## src/rtl/cpm_word_packer_if.sv

```systemverilog
// Sample stream in, FIFO push interface out, bundled for the CPM word packer.
// The master modport is the upstream source and FIFO side; slave is the packer.
interface cpm_word_packer_if #(
  parameter int DATA_WIDTH = 64,
  parameter int IN_WIDTH   = 8
);
  logic                  in_valid;
  logic                  in_ready;
  logic [IN_WIDTH-1:0]   in_data;
  logic                  in_last;
  logic                  fifo_push;
  logic [DATA_WIDTH-1:0] fifo_data;
  logic                  fifo_full;

  modport master (
    output in_valid, in_data, in_last, fifo_full,
    input  in_ready, fifo_push, fifo_data
  );

  modport slave (
    input  in_valid, in_data, in_last, fifo_full,
    output in_ready, fifo_push, fifo_data
  );
endinterface

```

## src/rtl/cpm_word_packer.sv

```systemverilog
// Packs narrow samples little-endian into DATA_WIDTH words for the CPM FIFO,
// with frame-end flush/padding, a synchronous clear and pushed-word status.
module cpm_word_packer #(
  parameter int                  DATA_WIDTH = 64,
  parameter int                  IN_WIDTH   = 8,
  parameter logic [IN_WIDTH-1:0] PAD_VALUE  = '0,
  parameter int                  WCNT_WIDTH = 16
) (
  input  logic                  clk,
  input  logic                  rst_n,
  input  logic                  Reset,
  cpm_word_packer_if.slave      bus,
  output logic [WCNT_WIDTH-1:0] word_cnt,
  output logic                  frame_done,
  output logic                  busy
);
  localparam int LANES  = DATA_WIDTH / IN_WIDTH;
  localparam int LANE_W = $clog2(LANES + 1);

  logic [DATA_WIDTH-1:0] acc;
  logic [DATA_WIDTH-1:0] hold;
  logic [DATA_WIDTH-1:0] word;
  logic [LANE_W-1:0]     lane;
  logic                  hold_valid;
  logic                  hold_last;
  logic                  ready;
  logic                  push;
  logic                  accept;
  logic                  complete;

  assign ready    = !(hold_valid && bus.fifo_full) && !Reset;
  assign push     = hold_valid && !bus.fifo_full && !Reset;
  assign accept   = bus.in_valid && ready;
  assign complete = accept && ((lane == LANE_W'(LANES - 1)) || bus.in_last);

  assign bus.in_ready  = ready;
  assign bus.fifo_push = push;
  assign bus.fifo_data = hold;
  assign busy          = hold_valid || (lane != '0);

  // Word as it would look if the current sample closed it: lanes above are padded.
  always_comb begin
    word = acc;
    for (int i = 0; i < LANES; i++) begin
      if (LANE_W'(i) == lane) begin
        word[i*IN_WIDTH +: IN_WIDTH] = bus.in_data;
      end else if (LANE_W'(i) > lane) begin
        word[i*IN_WIDTH +: IN_WIDTH] = PAD_VALUE;
      end
    end
  end

  // A completion may reload hold on the same edge that pushes the old word out.
  always_ff @(posedge clk or negedge rst_n) begin
    if (!rst_n) begin
      acc        <= '0;
      lane       <= '0;
      hold       <= '0;
      hold_valid <= 1'b0;
      hold_last  <= 1'b0;
    end else if (Reset) begin
      acc        <= '0;
      lane       <= '0;
      hold       <= '0;
      hold_valid <= 1'b0;
      hold_last  <= 1'b0;
    end else if (complete) begin
      hold       <= word;
      hold_valid <= 1'b1;
      hold_last  <= bus.in_last;
      acc        <= '0;
      lane       <= '0;
    end else begin
      if (push) begin
        hold_valid <= 1'b0;
      end
      if (accept) begin
        acc[lane*IN_WIDTH +: IN_WIDTH] <= bus.in_data;
        lane                           <= lane + LANE_W'(1);
      end
    end
  end

  always_ff @(posedge clk or negedge rst_n) begin
    if (!rst_n) begin
      word_cnt   <= '0;
      frame_done <= 1'b0;
    end else if (Reset) begin
      word_cnt   <= '0;
      frame_done <= 1'b0;
    end else begin
      frame_done <= push && hold_last;
      if (push) begin
        word_cnt <= word_cnt + WCNT_WIDTH'(1);
      end
    end
  end
endmodule

```

## src/flat_wrapper.sv

```systemverilog
// flat-port wrapper written by rule: the top's interface ports become plain ports
module cpm_word_packer_flat 
#(
  parameter int                  DATA_WIDTH = 64,
  parameter int                  IN_WIDTH   = 8,
  parameter logic [IN_WIDTH-1:0] PAD_VALUE  = '0,
  parameter int                  WCNT_WIDTH = 16
)
  (clk, rst_n, Reset, word_cnt, frame_done, busy, bus_in_valid, bus_in_data, bus_in_last, bus_fifo_full, bus_in_ready, bus_fifo_push, bus_fifo_data);
  cpm_word_packer_if #(.DATA_WIDTH(DATA_WIDTH), .IN_WIDTH(IN_WIDTH)) bus_i ();
  input  logic clk;
  input  logic rst_n;
  input  logic Reset;
  output logic [WCNT_WIDTH-1:0] word_cnt;
  output logic frame_done;
  output logic busy;
  input wire logic [$bits(bus_i.in_valid)-1:0] bus_in_valid;
  input wire logic [$bits(bus_i.in_data)-1:0] bus_in_data;
  input wire logic [$bits(bus_i.in_last)-1:0] bus_in_last;
  input wire logic [$bits(bus_i.fifo_full)-1:0] bus_fifo_full;
  output wire logic [$bits(bus_i.in_ready)-1:0] bus_in_ready;
  output wire logic [$bits(bus_i.fifo_push)-1:0] bus_fifo_push;
  output wire logic [$bits(bus_i.fifo_data)-1:0] bus_fifo_data;
  assign bus_i.in_valid = bus_in_valid;
  assign bus_i.in_data = bus_in_data;
  assign bus_i.in_last = bus_in_last;
  assign bus_i.fifo_full = bus_fifo_full;
  assign bus_in_ready = bus_i.in_ready;
  assign bus_fifo_push = bus_i.fifo_push;
  assign bus_fifo_data = bus_i.fifo_data;
  cpm_word_packer #(.DATA_WIDTH(DATA_WIDTH), .IN_WIDTH(IN_WIDTH), .PAD_VALUE(PAD_VALUE), .WCNT_WIDTH(WCNT_WIDTH)) u_core (.clk(clk), .rst_n(rst_n), .Reset(Reset), .bus(bus_i), .word_cnt(word_cnt), .frame_done(frame_done), .busy(busy));
endmodule
```

## config.mk

```make
export PLATFORM = sky130hd
export DESIGN_NAME = cpm_word_packer_flat
export DESIGN_NICKNAME = d
export VERILOG_FILES = /design/src/rtl/cpm_word_packer_if.sv /design/src/rtl/cpm_word_packer.sv /design/src/flat_wrapper.sv
export SDC_FILE = /design/constraint.sdc
export NUM_CORES = 1
export LEC_CHECK = 0
export BUFFER_PORTS_ARGS = -buffer_cell sky130_fd_sc_hd__buf_4
export CAP_MARGIN = 20
export CORE_MARGIN = 1.5
export CORE_UTILIZATION = 60
export CTS_BUF_LIST = sky130_fd_sc_hd__clkbuf_8
export DETAILED_ROUTE_END_ITERATION = 7
export GPL_TIMING_DRIVEN = 1
export PLACE_DENSITY = 0.82
export SLEW_MARGIN = 20
export SYNTH_ARGS = -nofsm -noshare
export SYNTH_HDL_FRONTEND = slang
export SYNTH_SLANG_ARGS = --single-unit
```

## constraint.sdc

```tcl
create_clock -name clk -period 4.8 [get_ports clk]
set_input_delay 0.96 -clock clk [delete_from_list [all_inputs] [get_ports clk]]
set_output_delay 0.96 -clock clk [all_outputs]
set_load 0.01 [all_outputs]
```

-- Word level (Yosys, flattened, before mapping)
Cells that the tools add are included.
- add/subtract/negate cells: 3
- magnitude comparators: 8
- equal/unequal tests: 8
- shift operators: 2
- mux-type cells: 33
- reductions and logical operators: 18
- operator list (kind ; number):
    two-way mux 64 bit ; 5
    two-way mux 8 bit ; 16
    bitwise mux 64 bit ; 1
    variable shift 8 x 34 -> 64 bit (first input constant) ; 1
    variable part select 8 x 34 -> 64 bit ; 1
    negation 7 -> 34 bit ; 1
    two-way mux 16 bit ; 2
    adder 16 x 1 -> 16 bit (second input constant) ; 1
    == test 3 x 4 -> 1 bit (first input constant) ; 4
    > comparator 3 x 4 -> 1 bit (first input constant) ; 4
    two-way mux 4 bit ; 3
    == test 2 x 4 -> 1 bit (first input constant) ; 2
    > comparator 1 x 4 -> 1 bit (first input constant) ; 2
    > comparator 2 x 4 -> 1 bit (first input constant) ; 2
    logical AND 1 bit ; 7
    two-way mux 1 bit ; 6
    nonzero test 3 bit ; 2
    adder 4 x 1 -> 4 bit (second input constant) ; 1
    == test 1 x 4 -> 1 bit (first input constant) ; 1
    == test 4 x 3 -> 1 bit (second input constant) ; 1
    zero test 4 bit ; 1
    nonzero test 2 bit ; 2
    nonzero test 4 bit ; 1
    zero test 1 bit ; 3
    logical OR 1 bit ; 2
- bits in registers: 151
- input port bits: 14

-- Longest topological paths before layout
- word-level depth: 7
- depth in mapped cells: 10

-- Worst setup path before layout
No wires, ideal clock.
- path kind: reg2out
- from: register u_core.lane[1]
- to: output port busy
- arrival time: 1.764 ns
- data required time: 3.840 ns
- setup slack: 2.076 ns
- stages on the path, launching flop included: 8
- path buffers: 3
- cell sequence: dfrtp_1 -> clkbuf_1 -> inv_1 -> ha_1 -> buf_6 -> nor3b_4 -> clkbuf_1 -> nand2b_1
- word-level cells in the longest chain between the ends: 2
- RTL lines (element ; line ; RTL):
    start: declaration ; cpm_word_packer.sv:23 ; logic [LANE_W-1:0] lane;
    start signal: assignment ; cpm_word_packer.sv:79 ; lane <= lane + LANE_W'(1);
    nonzero test 4 bit ; cpm_word_packer.sv:39 ; assign busy = hold_valid || (lane != '0);
    logical OR 1 bit ; cpm_word_packer.sv:39 ;
    end: declaration ; flat_wrapper.sv:16 ; output logic busy;
Every way passes these cells.

-- Final worst setup path
- from: register u_core.lane[0]
- to: output port busy
The elaborated chain is that of the path after synthesis.

==> run metrics <==
Area growth syn-to-layout 17.0%; total design power 2.67 mW; hold buffers post-CTS 0; core area 11900 um^2; die height 113 um; final hold vios 0; CTS max path bufs 2; CTS clk-pin slew, worst paths 0.07 ns; fill cell count 889; Port Buf Inserts 97; final setup vio count 0; Routability Congestion 0.892; drt wl/cell 19.2 um; post-synthesis sequential element count 151; Leak 3.99 nW; Yosys top cell by area dfrtp_1; status finished, final reports clean; vias in the first global route 5786; worst hold slack 0.485 ns; worst rel slew slack 0.375; Worst path max stage delay 0.71 ns; Worst setup SP type flop; syn_nets 746; root buf cell clkbuf_8; row count 40; GR Util All Layers 0.297; mean post-synth cell area 10.0 um^2; Buffers & Inverters on Critical Path 2; HP Start u_core.bus.fifo_data[35]; f_max 266 MHz; WP data arrival 2.81 ns; total setup buffers inserted after CTS 0; Initial Util 0.610; initial antenna violation count 0; GR Layer Usage met2 0.476; Top delay family on crit path simple AND/OR/NAND/NOR gates; P per Cell Area 315 nW/um^2; DR vias 6035; width of the die 113 um; non-filler cells, final 947; placed cells 917; critical path's slowest cell dfrtp_1; fin crit period 3.77 ns; Crit. Startpoint u_core.lane[0]; CTS sink count 151; Ports 98; share of cells above drive strength 1 0.206; nature of the critical path endpoint output pin; Clock Latency Late Sink 0.45 ns; crit-path cells inv_1 -> ha_1 -> nor3b_4 -> nand2b_1 -> buf_4; RSZ-0062 raised after global routing false; Avg Vias per Cell 6.37; Cell Area, Synth 7260 um^2; global route hottest layer met2; worst min path class reg2reg; CTS Buf Count 17; TritonCTS clock tree done; WL final 18200 um; Max FO, Critical Path 29; M3 GR Usage 0.0578; top-count cell post-synth dfrtp_1; final instance area 8500 um^2; critical path class reg2out; Cell variety after synth 57; Nets 812; ANT cells 0; FF-to-FF Start u_core.lane[0]; Post-DRT Antenna Nets 0; routing usage on met1 0.409; Seq/Total Area, Yosys 0.520; grt ovf 0; Slew @ Worst Pin 0.937 ns; commonest cells in the netlist dfrtp_1 (151), nand2_1 (97), o21ai_0 (63); maximum number of pins on one net before global-route repair 77; Yosys top cell area share 0.520; TritonRoute pass-1 iters 6; first-pass GRT wire length 29800 um; yosys warns 0; Max-cap violations 0; Synth Flop Type dfrtp_1; synth top area cells dfrtp_1 (52%), mux2i_1 (5.7%), nand2_1 (5.0%), o21ai_0 (4.3%), a22o_1 (4.1%); setup_tns 0 ns; HPWL Detailed 11700 um; Fin Clk Skew 0.00838 ns; Max rail drop VDD 209 uV; post-CTS resize count 0; period utilization 0.785; CTS H-tree lvls 4; EDFF count, synth 0; Die ar. 12800 um^2; Post-synth ARST share 1.00; Post-Syn Instances 724; Reg2Reg Setup Slack 1.52 ns; Iter 0 DRT Violations 463; CP required 3.84 ns; Area after DPL 8000 um^2; Final Max Slew Viols 0; DRC violations left 0
## sequential cells by signal, summed over array words and instances (netlist names)
signal                cells
u_core.lane               4
u_core.hold_last          1
u_core.hold_valid         1
u_core.acc               64
u_core.bus.fifo_data     64
u_core.word_cnt          16
u_core.frame_done         1
## power by group
part / switching, mW / internal (mW) / leakage [nW] / total (mW)
Combinational: 0.154 / 0.0622 / 1.65 / 0.216
Sequential: 0.0161 / 1.28 / 2.10 / 1.30
Clock: 0.455 / 0.702 / 0.237 / 1.16
## cell families after synthesis
group           Yosys count  synth area share
compound gates          198             0.179
buf+inv                  61            0.0350
mux                      41            0.0565
simple gates            253             0.180
xor+xnor                 12            0.0155
flops                   151             0.520
fa+ha+maj                 8            0.0138
## metal layers
metal	wire length [um]	up-vias
met5	0	-
met4	289	0
met3	1140	26
met2	9020	241
met1	7760	3023
li1	-	2745
## area by class of cell
class	count	area, um^2	share of cell area
multi-input cells	512	3240	0.382
clock inverters	9	198	0.0233
clock buffers	20	275	0.0324
repair buffers	104	805	0.0947
inverters	4	15.0	0.00177
flip-flops and latches	151	3780	0.445
well taps	147	184	0.0216
## worst paths after layout
| kind | cells after the start | to |
|---|---|---|
| setup reg to reg | 6 | u_core.acc[14] |
| hold reg to reg | 2 | u_core.bus.fifo_data[35] |
| max in group asynchronous | 2 | u_core.bus.fifo_data[62] |
| setup / recovery | 5 | busy |
| hold / removal | 2 | u_core.bus.fifo_data[35] |
| min in group asynchronous | 1 | u_core.word_cnt[5] |
## layout by cell type (no fill, tap or decap), types with 3 or more instances in the layout
cell,synthesis,layout
a211o_1,3,3
a21oi_1,37,37
a22o_1,34,34
a22oi_1,16,16
a31o_2,18,18
a31oi_1,8,8
and3_1,12,12
buf_4,1,102
bufinv_16,0,6
clkbuf_8,0,20
dfrtp_1,151,151
ha_1,8,8
inv_1,4,4
mux2i_1,41,41
nand2_1,97,97
nand2b_1,4,4
nand3_1,48,48
nand3b_1,9,9
nand4_1,14,14
nor2_1,29,29
nor2b_1,8,8
nor3_1,5,5
nor4_4,3,3
o21ai_0,63,63
o21ai_1,4,4
or3_1,4,4
xnor2_1,3,3
xor2_1,8,8
## per-stage QoR
| stage | util | worst slack (ns) |
|---|---|---|
| after CTS | 0.711 | 1.07 |
| after global routing | 0.714 | 0.834 |
| after global placement | 0.672 | 1.65 |
| after floorplan | - | 2.08 |
| after detailed placement | 0.672 | 1.58 |
| final | 0.714 | 1.03 |
## tightest hold or removal path: cells and delay by family (launching register included)
family,cells,cell delay [ns]
flip-flops,1,0.35
AO/OA/AOI/OAI,1,0.06
AND/OR/NAND/NOR,1,0.05
(Power assumes the default switching activity.)
